## config.mk

```make
export PLATFORM = sky130hd
export DESIGN_NAME = jtvigil_gfx_arb
export DESIGN_NICKNAME = d
export VERILOG_FILES = /design/src/rtl/jtvigil_pkg.sv /design/src/rtl/jtvigil_gfx_pick.sv /design/src/rtl/jtvigil_gfx_arb.sv
export SDC_FILE = /design/constraint.sdc
export NUM_CORES = 1
export LEC_CHECK = 0
export ABC_AREA = 1
export ABC_CLOCK_PERIOD_IN_PS = 3300
export BUFFER_PORTS_ARGS = -buffer_cell sky130_fd_sc_hd__buf_2
export CAP_MARGIN = 10
export CORE_MARGIN = 2
export CORE_UTILIZATION = 48
export DETAILED_ROUTE_END_ITERATION = 6
export GPL_ROUTABILITY_DRIVEN = 1
export PLACE_DENSITY_LB_ADDON = 0.15
export SLEW_MARGIN = 5
export SYNTH_ARGS = -nofsm -noshare
export SYNTH_HDL_FRONTEND = slang
export SYNTH_SLANG_ARGS = --single-unit
```

## constraint.sdc

```tcl
create_clock -name clk -period 3.3 [get_ports clk]
set_input_delay 0.165 -clock clk [delete_from_list [all_inputs] [get_ports clk]]
set_output_delay 0.165 -clock clk [all_outputs]
set_load 0.02 [all_outputs]
```

## src/rtl/jtvigil_pkg.sv

```systemverilog
// Shared constants for the jtvigil graphics ROM arbiter.
// Requester indices, FSM states and round-robin helper.
package jtvigil_pkg;

  localparam logic [1:0] OBJ  = 2'd0;
  localparam logic [1:0] SCR  = 2'd1;
  localparam logic [1:0] CHR  = 2'd2;
  localparam logic [1:0] NONE = 2'd3;

  typedef enum logic [1:0] {
    IDLE,
    FETCH,
    DONE
  } gfx_state_t;

  // Requester visited at step i of a search that starts after p.
  function automatic logic [1:0] rr_idx(
    input logic [1:0] p,
    input int         i
  );
    int s;
    s = (int'(p) + i) % 3;
    return 2'(s);
  endfunction

endpackage

```

## src/rtl/jtvigil_gfx_pick.sv

```systemverilog
// Winner select for the graphics ROM arbiter.
// Searches req bits starting after ptr; ptr=2 gives 0>1>2.
module jtvigil_gfx_pick
  import jtvigil_pkg::*;
(
  input  logic [2:0] cs,
  input  logic [1:0] ptr,
  output logic [1:0] win
);

  // First requesting unit in search order wins; NONE if idle.
  always_comb begin
    win = NONE;
    for (int i = 3; i >= 1; i--) begin
      if (cs[rr_idx(ptr, i)]) win = rr_idx(ptr, i);
    end
  end

endmodule

```

## src/rtl/jtvigil_gfx_arb.sv

```systemverilog
// Graphics ROM arbiter: obj/scroll/char share one ROM port.
// JTVIGIL_GFX_RR_EN selects round-robin instead of fixed priority.
module jtvigil_gfx_arb
  import jtvigil_pkg::*;
#(
  parameter int AW     = 18,
  parameter int DW     = 32,
  parameter int SETTLE = 2
) (
  input  logic            rst,
  input  logic            clk,
  input  logic [2:0]      req_cs,
  input  logic [3*AW-1:0] req_addr,
  output logic [2:0]      req_ok,
  output logic [DW-1:0]   req_data,
  output logic [1:0]      req_gnt,
  output logic [AW-1:0]   rom_addr,
  output logic            rom_cs,
  input  logic [DW-1:0]   rom_data,
  input  logic            rom_ok
);

  gfx_state_t    st;
  logic [1:0]    cnt;
  logic [1:0]    ptr;
  logic [1:0]    win;
  logic [AW-1:0] win_addr;
  logic [AW-1:0] gnt_addr;
  logic          gnt_cs;
  logic          abort;
  logic          last;

  jtvigil_gfx_pick u_pick (
    .cs  (req_cs),
    .ptr (ptr),
    .win (win)
  );

  // Address of the arbitration winner.
  always_comb begin
    case (win)
      SCR:     win_addr = req_addr[AW +: AW];
      CHR:     win_addr = req_addr[2*AW +: AW];
      default: win_addr = req_addr[0 +: AW];
    endcase
  end

  // Request level and address of the unit being served.
  always_comb begin
    case (req_gnt)
      SCR: begin
        gnt_addr = req_addr[AW +: AW];
        gnt_cs   = req_cs[1];
      end
      CHR: begin
        gnt_addr = req_addr[2*AW +: AW];
        gnt_cs   = req_cs[2];
      end
      default: begin
        gnt_addr = req_addr[0 +: AW];
        gnt_cs   = req_cs[0];
      end
    endcase
  end

  // Abort on dropped request or moved address; last = final ok.
  always_comb begin
    abort = !gnt_cs || (gnt_addr != rom_addr);
    last  = rom_ok && (int'(cnt) + 1 >= SETTLE);
  end

  // Fetch sequencer: grant, qualify rom_ok, capture, gap cycle.
  always_ff @(posedge clk or posedge rst) begin
    if (rst) begin
      st       <= IDLE;
      cnt      <= '0;
      rom_cs   <= 1'b0;
      rom_addr <= '0;
      req_ok   <= '0;
      req_data <= '0;
      req_gnt  <= NONE;
    end else begin
      req_ok <= '0;
      case (st)
        IDLE: begin
          cnt <= '0;
          if (win != NONE) begin
            rom_addr <= win_addr;
            rom_cs   <= 1'b1;
            req_gnt  <= win;
            st       <= FETCH;
          end else begin
            rom_cs  <= 1'b0;
            req_gnt <= NONE;
          end
        end
        FETCH: begin
          if (abort) begin
            rom_cs  <= 1'b0;
            req_gnt <= NONE;
            cnt     <= '0;
            st      <= IDLE;
          end else if (!rom_ok) begin
            cnt <= '0;
          end else if (last) begin
            req_data <= rom_data;
            req_ok   <= 3'b001 << req_gnt;
            rom_cs   <= 1'b0;
            req_gnt  <= NONE;
            cnt      <= '0;
            st       <= DONE;
          end else begin
            cnt <= cnt + 2'd1;
          end
        end
        DONE: begin
          st <= IDLE;
        end
        default: begin
          st      <= IDLE;
          rom_cs  <= 1'b0;
          req_gnt <= NONE;
        end
      endcase
    end
  end

`ifdef JTVIGIL_GFX_RR_EN
  // Remember the last unit that completed; aborts leave it alone.
  always_ff @(posedge clk or posedge rst) begin
    if (rst) begin
      ptr <= CHR;
    end else if (st == FETCH && !abort && last) begin
      ptr <= req_gnt;
    end
  end
`else
  assign ptr = CHR;
`endif

endmodule

```

# Word level (Yosys, flattened, before mapping)
# Index checks and enable logic that the tools add are counted.
# totals
ff_bits	60
latch_bits	0
ramBits	0
romBits	0
out_inout_bits	56
word_cells	62
n_memories	0
# classes
addsub	2
multipliers	0
div_mod_pow	0
n_lt_le_gt_ge	1
eq_ne	11
n_shift	1
muxes	29
bitwise_logic	2
reduce_logical	9
# ops
operator	n
case mux 18 bit (2 select lines)	2
2-to-1 mux 2 bit	13
!= test 18 bit	1
2-to-1 mux 3 bit	4
case mux 2 bit (2 select lines)	2
equality test 2 x 1 -> 1 bit, second input constant	3
equality test 2 bit, second input constant	3
!= test 3 bit, second input constant	2
case mux 2 bit (3 select lines)	1
AND reduction 3 bit	2
2-to-1 mux 1 bit	5
!= test 2 bit, second input constant	2
AND reduction 4 bit	1
adder 2 x 1 -> 3 bit, second input constant	1
>= comparator 3 x 2 -> 1 bit, second input constant	1
case mux 1 bit (3 select lines)	1
<< shifter 1 x 2 -> 3 bit, first input constant	1
adder 2 x 1 -> 2 bit, second input constant	1
logical NOT 2 bit	1
inverter 1 bit	2
case mux 1 bit (2 select lines)	1
AND reduction 2 bit	1
nonzero test 2 bit	1
logical AND 1 bit	1
2 further kinds	2

# Logic depth before layout (Yosys ltp)
# Gate-level depths: netlist of the first run.
# logic_depth
depth_word	7
depth_mapped	17

# Modules after synthesis
# From an unflattened synthesis of the first run, not the netlist that was laid out.
# hier_totals
cells_unflattened	533
area_unflattened_um2	3691.0
# modules_own_cells
mod	instances	cells_each	area_each_um2	seq_area_each_um2
jtvigil_gfx_arb	1	496	3509.6	1503.9
jtvigil_gfx_pick	1	37	181.4	0.0

# Worst setup path after synthesis of the first run
# Ideal clock, no wire load.
# synth_timing
kind	reg-to-reg
from	register req_gnt[0]
to	register req_data[10]
setup_time_ns	0.116
arrival_ns	2.356
required_ns	3.184
path_slack_ns	0.828
path_stages_with_launch	14
period_less_slack_ns	2.472
cell_sequence	dfstp_2 -> inv_1 -> ha_1 -> buf_4 -> or2_1 -> nand3_1 -> nand2_1 -> nor2_1 -> nand2_1 -> nor2_2 -> nand4_4 -> clkbuf_1 -> nand2_1 -> nand2_1
# synth_via
elab_chain_len	6
elab_cells_between_ends	9
# synth_lines
element	line_no	text
start: declaration	jtvigil_gfx_arb.sv:16	output logic [1:0] req_gnt,
start signal: assignment	jtvigil_gfx_arb.sv:90	req_gnt <= win;
equality test 2 bit or equality test 2 x 1 -> 1 bit (tied branches)	jtvigil_gfx_arb.sv:50	case (req_gnt)
case mux 18 bit (2 select lines) or case mux 1 bit (2 select lines) (tied branches)	jtvigil_gfx_arb.sv:50	
!= test 18 bit or logical NOT 1 bit (tied branches)	jtvigil_gfx_arb.sv:68	abort = !gnt_cs || (gnt_addr != rom_addr);
logical OR 1 bit (*)	jtvigil_gfx_arb.sv:68	
inverter 1 bit (no line) (*)	--	
AND reduction 4 bit (no line) (*)	--	
end signal: assignment	jtvigil_gfx_arb.sv:106	req_data <= rom_data;
end: declaration	jtvigil_gfx_arb.sv:15	output logic [DW-1:0] req_data,
# Mark *: on every way between the ends. The rest lies on a longest branch, timed or not.
# A chain may end at the register's enable or synchronous reset.

# Worst setup path in the final report of the first run
# layout_timing
from	register req_gnt[0]
to	register req_data[4]
# The elaborated chain is that of the path after synthesis.

==> results.sh, run 1 <==
export IMPL_finalWeightedCongestion=0.8242
export IMPL_worst_setup_path_end_kind="flip-flop"
export IMPL_clockBufferDepth=2
export IMPL_setup_viol=0
export IMPL_overflow=0
export IMPL_grt_max_degree=40
export IMPL_area_growth_synth_to_final_pct=31.19
export IMPL_grt_antenna_before_repair=0
export IMPL_synth_warnings=0
export IMPL_htree_num_levels=3
export IMPL_clock_skew_final_ns=0.01389
export IMPL_dr_pass1_iters=6
export IMPL_pin_count=148
export IMPL_clk_insertion_delay_late_ns=0.33
export IMPL_post_dp_cell_area_um2=4234
export IMPL_seq_area_frac_synth_pct=44.16
export IMPL_cp_required_ns=3.57
export IMPL_start_kind="flip-flop"
export IMPL_ir_drop_uv=250.6
export IMPL_rsz0062_at_grt="no"
export IMPL_worst_path_dominant_cell_family="simple AND/OR/NAND/NOR gates"
export IMPL_drc_errors=0
export IMPL_violations="negative hold slack"
export IMPL_cap_violations=0
export IMPL_worst_slew_pin_slew_ns=0.8318
export IMPL_clk_pin_slew_worst_paths_ns=0.08
export IMPL_synth_fp_nets=573
export IMPL_regArea_um2=1504
export IMPL_fin_area_um2=4468
export IMPL_die_y_um=88.24
export IMPL_holdCritPathClass="in -> async"
export IMPL_crit_buf_inv=3
export IMPL_antenna_cells=0
export IMPL_grt_pass1_wl_mm=15.49
export IMPL_r2r_slack_ns=0.45
export IMPL_fin_tns_setup_ns=0
export IMPL_layout_drive_gt1_share_pct=30.00
export IMPL_crit_type="reg -> reg"
export IMPL_via_per_inst=5.073
export IMPL_period_share_pct=86.41
export IMPL_die_area_um2=7785
export IMPL_start_util_pct=49.85
export IMPL_r2r_end="req_data[4]$_DFFE_PP0P_"
export IMPL_path_cells="inv_1 > ha_1 > buf_12 > or2_2 > nand3_1 > nand2_1 > nor2_1 > nand2_1 > nor2_2 > nand4_4 > clkinv_2 > nand2_1 > nand2_1"
export IMPL_layout_nets=721
export IMPL_drtIter0Drc=276
export IMPL_ctsHoldBuffers=0
export IMPL_synthCells=477
export IMPL_cts_root_buf="clkbuf_8"
export IMPL_drv_slew=0
export IMPL_critPathMostFrequentCell="nand2_1"
export IMPL_whs_ns=-0.01098
export IMPL_clock_sinks=60
export IMPL_die_w_um=88.24
export IMPL_critPathArrivalTime_ns=3.12
export IMPL_crit_fanout=35
export IMPL_cellPowerDensity_nw_per_um2=537.1
export IMPL_syn_area_um2=3406
export IMPL_rows=30
export IMPL_cts_tree="built"
export IMPL_yosys_register_bits=60
export IMPL_drt_wl_total_mm=9.730
export IMPL_wire_per_inst_um=13.40
export IMPL_slowest_stage="dfstp_2"
export IMPL_post_cts_resized=0
export IMPL_vias=3683
export IMPL_syn_avg_cell_area_um2=7.140
export IMPL_max_stage_delay_ns=0.55
export IMPL_r2r_start="req_gnt[0]$_DFFE_PP1P_"
export IMPL_multi_input_area_um2=1673
export IMPL_ys_types=29
export IMPL_port_buffers=147
export IMPL_grt_usage_pct=25.42
export IMPL_fillers=627
export IMPL_hold_viol=8
export IMPL_numCtsBuffers=9
export IMPL_ant_nets=0
export IMPL_final_min_clock_period_ns=2.852
export IMPL_grt_pass1_vias=3387
export IMPL_coreArea_um2=6832
export IMPL_post_cts_setup_buffers=0
export IMPL_status="finished, violations left"
export IMPL_power_leakage_uw=0.002633
export IMPL_dp_hpwl_mm=7.016
export IMPL_reg2reg_depth=13
export IMPL_slew_headroom_pct=44.46
export IMPL_fmax_mhz=350.7
-- per-layer routing --
metal	routed length (um)	global-route usage (%)	up-vias
li1	-	-	1824
met1	4037	33.21	1678
met2	4772	42.65	163
met3	752	4.944	18
met4	168	8.402	0
met5	0	0	-
-- final cells by class --
type	count	area share [%]
clock buffers	11	3.388
multi-input cells	366	37.44
flip-flops and latches	60	33.66
well taps	96	2.688
inverters	32	2.716
clock inverters	5	1.848
repair buffers	156	18.26
-- flip-flops by register name, indices dropped and copies added, names as in the netlist --
signal    count
req_gnt       2
req_ok        3
cnt           2
rom_cs        1
req_data     32
rom_addr     18
st            2
-- synthesized netlist by cell type, drive strengths merged --
cell type	instances	share of area (%)
or2	14	2.6
a221oi	8	2.1
buf	10	2.3
xnor2	1	0.26
nand3	34	5.1
nand4	3	0.99
dfstp	2	1.5
inv	31	3.4
clkinv	1	0.15
clkbuf	9	0.99
nand3b	2	0.44
a31oi	4	0.73
a32oi	6	1.5
o22ai	2	0.37
a21oi	11	1.6
o21ai	5	0.73
a22oi	8	1.8
nor2	26	3.1
dfrtp	58	43
nand2	238	26
ha	4	1.5
-- power by group --
part / total (uW) / switching (uW) / internal, uW
clock network: 780 / 311 / 469
logic: 764 / 478 / 285
registers: 856 / 54.2 / 802
total: 2400 / 843 / 1560
-- worst reg2reg max path, cell delays in order (launching register included) --
cell and delay [ns]:
dfstp_2 0.55, inv_1 0.06, ha_1 0.33, buf_12 0.18, or2_2 0.31, nand3_1 0.09, nand2_1 0.05, nor2_1 0.10
nand2_1 0.08, nor2_2 0.21, nand4_4 0.25, clkinv_2 0.38, nand2_1 0.12, nand2_1 0.07
-- metrics by stage --
stage | std cells | hold WS, ns | setup slack, ns | total power [uW] | utilization, %
after floorplan | 477 | 0.2746 | 0.8276 | 1378 | -
after global placement | 710 | 0.3564 | 0.5223 | 1613 | 61.98
after detailed placement | 710 | 0.3633 | 0.4512 | 1629 | 61.98
after CTS | 726 | 0.008439 | 0.4244 | 2410 | 65.40
after global routing | 726 | 0.01622 | 0.1939 | 2553 | 65.40
final | 726 | -0.01098 | 0.4484 | 2400 | 65.40
-- worst max-delay path by stage --
stage,start,end,slack (ns),depth (start not counted)
after floorplan,req_gnt[0]$_DFFE_PP1P_,req_data[10]$_DFFE_PP0P_,0.83,13
after global placement,req_gnt[0]$_DFFE_PP1P_,req_data[0]$_DFFE_PP0P_,0.52,13
after detailed placement,req_gnt[0]$_DFFE_PP1P_,req_data[25]$_DFFE_PP0P_,0.45,13
after CTS,req_gnt[0]$_DFFE_PP1P_,req_data[4]$_DFFE_PP0P_,0.42,13
after global routing,req_gnt[0]$_DFFE_PP1P_,req_data[25]$_DFFE_PP0P_,0.19,13
final,req_gnt[0]$_DFFE_PP1P_,req_data[4]$_DFFE_PP0P_,0.45,13
-- cell usage in the layout, fill, tap and decap left out, types with 11 or more instances in the layout --
master,Yosys,routed
buf_2,5,147
nand3_1,33,33
nor2_1,23,23
a21oi_1,11,11
inv_1,30,29
clkbuf_8,0,11
dfrtp_1,58,58
nand2_1,238,238
-- cells by family after synthesis --
kind of cell,Yosys count,share of synthesized area (%)
compound gates,44,8.817
buf+inv,51,6.833
flops,60,44.16
fa+ha+maj,4,1.470
simple gates,317,38.46
xor+xnor,1,0.2572
No activity file was read; power rests on OpenSTA's default activity.
==> inputs of run 2 (changes only) <==
Settings changed: CORE_MARGIN 2 to unset.
==> run 2 against run 1 <==
Effect of this change:
- the run still ends with negative hold slack left
- utilization up 0.22 points
- via count increased by 0.92%
- die area down 4.5%
- critical path depth unchanged
- critical path type unchanged
- largest cell class unchanged
==> results.sh, run 2 (synthesized netlist as in run 1, its figures left out) <==
export IMPL_crit_type="reg -> reg"
export IMPL_final_min_clock_period_ns=2.853
export IMPL_drt_wl_total_mm=9.615
export IMPL_final_common_cell="nand2_1"
export IMPL_dp_hpwl_mm=6.759
export IMPL_drt_met1_wl_mm=3.997
export IMPL_cts_root_buf="clkbuf_8"
export IMPL_die_y_um=86.24
export IMPL_path_cells="inv_1 > ha_1 > buf_12 > or2_2 > nand3_1 > nand2_1 > nor2_1 > nand2_1 > nor2_2 > nand4_4 > clkinv_2 > nand2_1 > nand2_1"
export IMPL_drv_slew=0
export IMPL_clk_insertion_delay_late_ns=0.34
export IMPL_wire_per_inst_um=13.24
export IMPL_r2r_start="req_gnt[0]$_DFFE_PP1P_"
export IMPL_fin_ws_ns=0.4471
export IMPL_numCtsBuffers=9
export IMPL_overflow=0
export IMPL_vias=3717
export IMPL_dr_pass1_iters=5
export IMPL_pre_cts_slack_ns=0.4802
export IMPL_coreArea_um2=6832
export IMPL_grt_max_degree=39
export IMPL_fin_util_pct=65.62
export IMPL_clk_pin_slew_worst_paths_ns=0.08
export IMPL_status="finished, violations left"
export IMPL_worst_slew_pin_slew_ns=0.8234
export IMPL_start_kind="flip-flop"
export IMPL_layout_nets=721
export IMPL_cap_violations=0
export IMPL_top_regs="req_data x32, rom_addr x18, req_ok x3"
export IMPL_clockBufferDepth=2
export IMPL_cellPowerDensity_nw_per_um2=547.8
export IMPL_ir_drop_uv=262.6
export IMPL_regArea_um2=1504
export IMPL_worst_setup_path_end_kind="flip-flop"
export IMPL_wl_met3_um=707
export IMPL_finalWeightedCongestion=0.8205
export IMPL_area_growth_synth_to_final_pct=31.63
export IMPL_reg2reg_depth=13
export IMPL_drtIter0Drc=271
export IMPL_holdCritPathClass="in -> async"
export IMPL_whs_ns=-0.01553
export IMPL_clock_sinks=60
export IMPL_violations="negative hold slack"
export IMPL_ant_nets=0
export IMPL_power_uw=2456
export IMPL_die_area_um2=7436
export IMPL_r2r_slack_ns=0.45
export IMPL_start_util_pct=49.85
export IMPL_layout_drive_gt1_share_pct=30.00
export IMPL_largest_reg_flops=32
export IMPL_cp_required_ns=3.57
export IMPL_multi_input_area_um2=1673
export IMPL_top_register="req_data"
export IMPL_critPathMostFrequentCell="nand2_1"
export IMPL_antenna_cells=0
export IMPL_critPathArrivalTime_ns=3.12
export IMPL_period_share_pct=86.45
export IMPL_ctsHoldBuffers=0
export IMPL_htree_num_levels=3
export IMPL_fillers=626
export IMPL_post_cts_setup_buffers=0
export IMPL_slowest_stage="dfstp_2"
export IMPL_slew_headroom_pct=45.03
export IMPL_grt_usage_pct=27.20
export IMPL_highest_layer="met4"
export IMPL_r2r_end="req_data[22]$_DFFE_PP0P_"
export IMPL_die_w_um=86.24
export IMPL_grt_antenna_before_repair=0
export IMPL_cts_tree="built"
export IMPL_power_leakage_uw=0.002636
export IMPL_met2_length_mm=4.765
export IMPL_via_per_inst=5.120
export IMPL_post_cts_resized=0
export IMPL_port_buffers=147
export IMPL_grt_pass1_vias=3568
export IMPL_rsz0062_at_grt="no"
export IMPL_drc_errors=0
export IMPL_crit_fanout=35
export IMPL_clock_skew_final_ns=0.01452
export IMPL_hold_viol=20
export IMPL_fin_tns_setup_ns=0
export IMPL_max_stage_delay_ns=0.55
export IMPL_fmax_mhz=350.5
export IMPL_setup_viol=0
export IMPL_grt_pass1_wl_mm=15.93
export IMPL_pin_count=148
export IMPL_rows=30
export IMPL_mostFrequentLayoutCells="nand2_1 (238), buf_2 (147), dfrtp_1 (58)"
## run 2: cell count changes in the layout (fill, tap and decap cells not counted)
cell	before	now
clkinvlp_4	0	1
bufinv_16	2	3
inv_6	1	0
clkbuf_8	11	10
## run 2: critical path, delay by kind of cell (launching register included)
kind	cells	cell delay, ns
AND/OR/NAND/NOR	9	1.28
buffers and inverters	3	0.63
flip-flops	1	0.55
adder cells (fa/ha/maj)	1	0.32
## run 2: layer usage
layer  GRT usage (%)  up-vias
met5               0        -
met4           10.76        0
met3           5.143       16
met2           46.03      180
met1           34.48     1707
li1                -     1814
## run 2: final cells by class
class | instances | area share [%]
clock buffers | 10 | 3.070
multi-input cells | 366 | 37.31
well taps | 96 | 2.679
flip-flops and latches | 60 | 33.55
repair buffers | 156 | 18.20
inverters | 32 | 2.707
clock inverters | 6 | 2.484
## run 2: stage by stage
stage          hold WS [ns]  area (um^2)  std cells
6_report           -0.01553         4483        726
5_1_grt             0.01232         4483        726
4_1_cts            0.006486         4483        726
3_5_place_dp         0.3634         4234        710
3_3_place_gp         0.3564         4234        710
2_1_floorplan        0.2746         3406        477
## run 2: worst max-delay path by stage
stage | slack [ns] | cells after the start | to | start
finish | 0.45 | 13 | req_data[22]$_DFFE_PP0P_ | req_gnt[0]$_DFFE_PP1P_
CTS | 0.43 | 13 | req_data[22]$_DFFE_PP0P_ | req_gnt[0]$_DFFE_PP1P_
global route | 0.09 | 15 | req_data[6]$_DFFE_PP0P_ | req_gnt[0]$_DFFE_PP1P_
detailed placement | 0.48 | 13 | req_data[14]$_DFFE_PP0P_ | req_gnt[0]$_DFFE_PP1P_
floorplan | 0.83 | 13 | req_data[10]$_DFFE_PP0P_ | req_gnt[0]$_DFFE_PP1P_
global placement | 0.52 | 15 | req_data[31]$_DFFE_PP0P_ | req_gnt[1]$_DFFE_PP1P_
## run 2: where the power goes
group / leakage (uW) / switching (uW) / total (uW) / internal, uW
clock network: 0.000122 / 316 / 839 / 522
registers: 0.000778 / 51.2 / 853 / 802
logic: 0.00173 / 478 / 764 / 286
==> inputs of run 3 (changes only) <==
Settings changed: CORE_UTILIZATION 48 to 49, SYNTH_HIERARCHICAL set to 1.
==> run 3 against run 2 <==
Effect of this change:
- the flow still finishes with violations (negative hold slack)
- non-clock buffer count shrank 4
- cell area grew 4.0%
- sequential power is 17% higher
- first-iteration DRC count fell by 10%
- via count grew 7.0%
- power up 35%
- synthesized cell count grew 12%
- critical path type unchanged
- largest power group is now combinational logic
==> results.sh, run 3 <==
export IMPL_r2r_end="req_data[12]$_DFFE_PP0P_"
export IMPL_async_flop_share_pct=100.0
export IMPL_clk_insertion_delay_late_ns=0.33
export IMPL_synthCells=533
export IMPL_cp_required_ns=3.57
export IMPL_htree_num_levels=3
export IMPL_wire_per_inst_um=13.17
export IMPL_synth_top_family_by_area="simple AND/OR/NAND/NOR gates"
export IMPL_max_stage_delay_ns=0.66
export IMPL_final_common_cell="nand2_1"
export IMPL_path_cells="ha_1 > nand2_1 > nand2_1 > nand2_1 > nand3_1 > nand2_1 > nor2_1 > nand2_1 > nor2_2 > nand4_4 > clkinv_2 > nand2_1 > nand2_1"
export IMPL_drtIter0Drc=244
export IMPL_cts_tree="built"
export IMPL_slowest_stage="ha_1"
export IMPL_coreArea_um2=7253
export IMPL_yosys_top_cells_area="dfrtp_1 (39%), nand2_1 (26%), nand3_1 (4.9%)"
export IMPL_ys_types=28
export IMPL_post_cts_setup_buffers=0
export IMPL_die_area_um2=7884
export IMPL_cellPowerDensity_nw_per_um2=712.0
export IMPL_dp_hpwl_mm=7.336
export IMPL_antenna_cells=0
export IMPL_synth_compound_area_share_pct=9.492
export IMPL_clk_pin_slew_worst_paths_ns=0.07
export IMPL_reg2reg_depth=13
export IMPL_vias=3976
export IMPL_finalWeightedCongestion=0.8323
export IMPL_power_leakage_uw=0.002773
export IMPL_fillers=700
export IMPL_top_regs="req_data x32, rom_addr x18, req_ok x3"
export IMPL_ctsHoldBuffers=0
export IMPL_drv_slew=0
export IMPL_critPathMostFrequentCell="nand2_1"
export IMPL_synth_fa_ha_area_share_pct=3.390
export IMPL_rows=31
export IMPL_fin_area_um2=4661
export IMPL_pin_count=148
export IMPL_seq_area_frac_synth_pct=40.75
export IMPL_yosysTopAreaCell="dfrtp_1"
export IMPL_post_dp_cell_area_um2=4469
export IMPL_yosys_register_bits=60
export IMPL_crit_type="reg -> reg"
export IMPL_r2r_slack_ns=0.50
export IMPL_yosys_top_cells_count="nand2_1 (251), dfrtp_1 (58), inv_1 (40)"
export IMPL_synth_simple_area_share_pct=37.80
export IMPL_clock_skew_final_ns=0.008089
export IMPL_start_util_pct=50.89
export IMPL_synthFlopType="dfrtp_1"
export IMPL_worst_slew_pin_slew_ns=0.8480
export IMPL_grt_pass1_vias=3484
export IMPL_ant_nets=0
export IMPL_grt_usage_pct=26.59
export IMPL_clockBufferDepth=2
export IMPL_hold_viol=3
export IMPL_largest_reg_flops=32
export IMPL_mostFrequentLayoutCells="nand2_1 (251), buf_2 (147), dfrtp_1 (58)"
export IMPL_die_y_um=88.79
export IMPL_synth_area_mux_share_pct=0
export IMPL_grt_antenna_before_repair=0
export IMPL_start_kind="flip-flop"
export IMPL_cap_violations=0
export IMPL_post_cts_resized=0
export IMPL_die_w_um=88.79
export IMPL_r2r_start="req_gnt[1]$_DFFE_PP1P_"
export IMPL_syn_area_um2=3691
export IMPL_holdCritPathClass="in -> async"
export IMPL_overflow=0
export IMPL_numCtsBuffers=9
export IMPL_grt_max_degree=39
export IMPL_setup_worst_path_start="req_gnt[1]$_DFFE_PP1P_"
export IMPL_violations="negative hold slack"
export IMPL_critPathArrivalTime_ns=3.07
export IMPL_synth_warnings=6
export IMPL_period_share_pct=84.84
export IMPL_worst_setup_path_end_kind="flip-flop"
export IMPL_fmax_mhz=357.2
export IMPL_status="finished, violations left"
export IMPL_synth_top_area_share_pct=39.32
export IMPL_drt_wl_total_mm=10.26
export IMPL_synth_edf_count=0
export IMPL_final_min_clock_period_ns=2.800
export IMPL_slew_headroom_pct=43.38
export IMPL_drc_errors=0
export IMPL_setup_viol=0
export IMPL_cts_root_buf="clkbuf_8"
export IMPL_synth_most_common_cell="nand2_1"
export IMPL_ir_drop_uv=284.8
export IMPL_fin_util_pct=64.26
export IMPL_clock_sinks=60
export IMPL_whs_ns=-0.0007113
export IMPL_critPathCapture="req_data[12]$_DFFE_PP0P_"
export IMPL_layout_drive_gt1_share_pct=27.06
export IMPL_layout_nets=777
export IMPL_synth_xor_area_share_pct=0.2373
export IMPL_fin_tns_setup_ns=0
export IMPL_rsz0062_at_grt="no"
export IMPL_syn_avg_cell_area_um2=6.925
export IMPL_top_register="req_data"
export IMPL_dr_pass1_iters=5
export IMPL_area_growth_synth_to_final_pct=26.27
export IMPL_via_per_inst=5.104
export IMPL_port_buffers=147
export IMPL_grt_pass1_wl_mm=15.89
export IMPL_power_uw=3319
export IMPL_crit_fanout=33
run 3: cell types whose count changed after synthesis, sizes merged, moves of 8 or more:
cell,before,now
o31ai,0,17
inv,31,43
nand2,238,251
nor2,26,39
a221oi,8,17
a22oi,8,0
run 3: how the worst min path moves through the flow:
stage / startpoint / to / slack [ns]
final: rst / rom_addr[6]$_DFFE_PP0P_ / -0.0007
after global placement: rom_data[31] / req_data[31]$_DFFE_PP0P_ / 0.36
after global routing: rom_data[27] / req_data[27]$_DFFE_PP0P_ / 0.008
after floorplan: rom_data[0] / req_data[0]$_DFFE_PP0P_ / 0.27
after CTS: rst / rom_addr[6]$_DFFE_PP0P_ / 0.002
after detailed placement: rom_data[27] / req_data[27]$_DFFE_PP0P_ / 0.36
run 3: stage by stage:
| stage | hold slack [ns] | cells | setup WS [ns] |
|---|---|---|---|
| after floorplan | 0.2746 | 536 | 0.8096 |
| after global placement | 0.3565 | 763 | 0.6117 |
| after detailed placement | 0.3620 | 763 | 0.5028 |
| after CTS | 0.002031 | 779 | 0.4692 |
| after global routing | 0.008476 | 779 | 0.2508 |
| final | -0.0007113 | 779 | 0.5004 |
run 3: worst max-delay path, delay by kind of cell (launching register included):
kind | cells | cell delay [ns]
AND/OR/NAND/NOR | 11 | 1.20
adder cells (fa/ha/maj) | 1 | 0.66
flip-flops | 1 | 0.56
buffers and inverters | 1 | 0.33
run 3: layout make-up:
type                       count  area (um^2)  area share [%]
tap                           99        123.9           2.658
clock inverter                 6        63.81           1.369
clock buffer                  10        127.6           2.738
sequential                    60         1504           32.27
timing repair buffer         152        773.2           16.59
inverter                      45        170.2           3.651
multi-input combinational    407         1898           40.72
run 3: kinds of logic (layout without fill, tap and decap cells):
logic type | count (synthesis) | count (layout)
buf+inv | 69 | 213
compound gates | 48 | 48
simple gates | 343 | 343
fa+ha+maj | 10 | 10
other cells | 2 | 5
flops | 60 | 60
xor+xnor | 1 | 1
run 3: per-layer routing:
metal	GRT usage (%)	up-vias	wire length [um]
li1	-	1969	-
met1	33.21	1830	4261
met2	44.27	167	4902
met3	8.302	10	987
met4	7.918	0	108
met5	0	-	0
run 3: power by group:
part | leakage [uW] | internal, uW | switching (uW) | total, uW
Clock | 0.0000927 | 349 | 313 | 662
Combinational | 0.00188 | 587 | 1070 | 1660
Sequential | 0.000798 | 873 | 127 | 1000
Total | 0.00277 | 1810 | 1510 | 3320
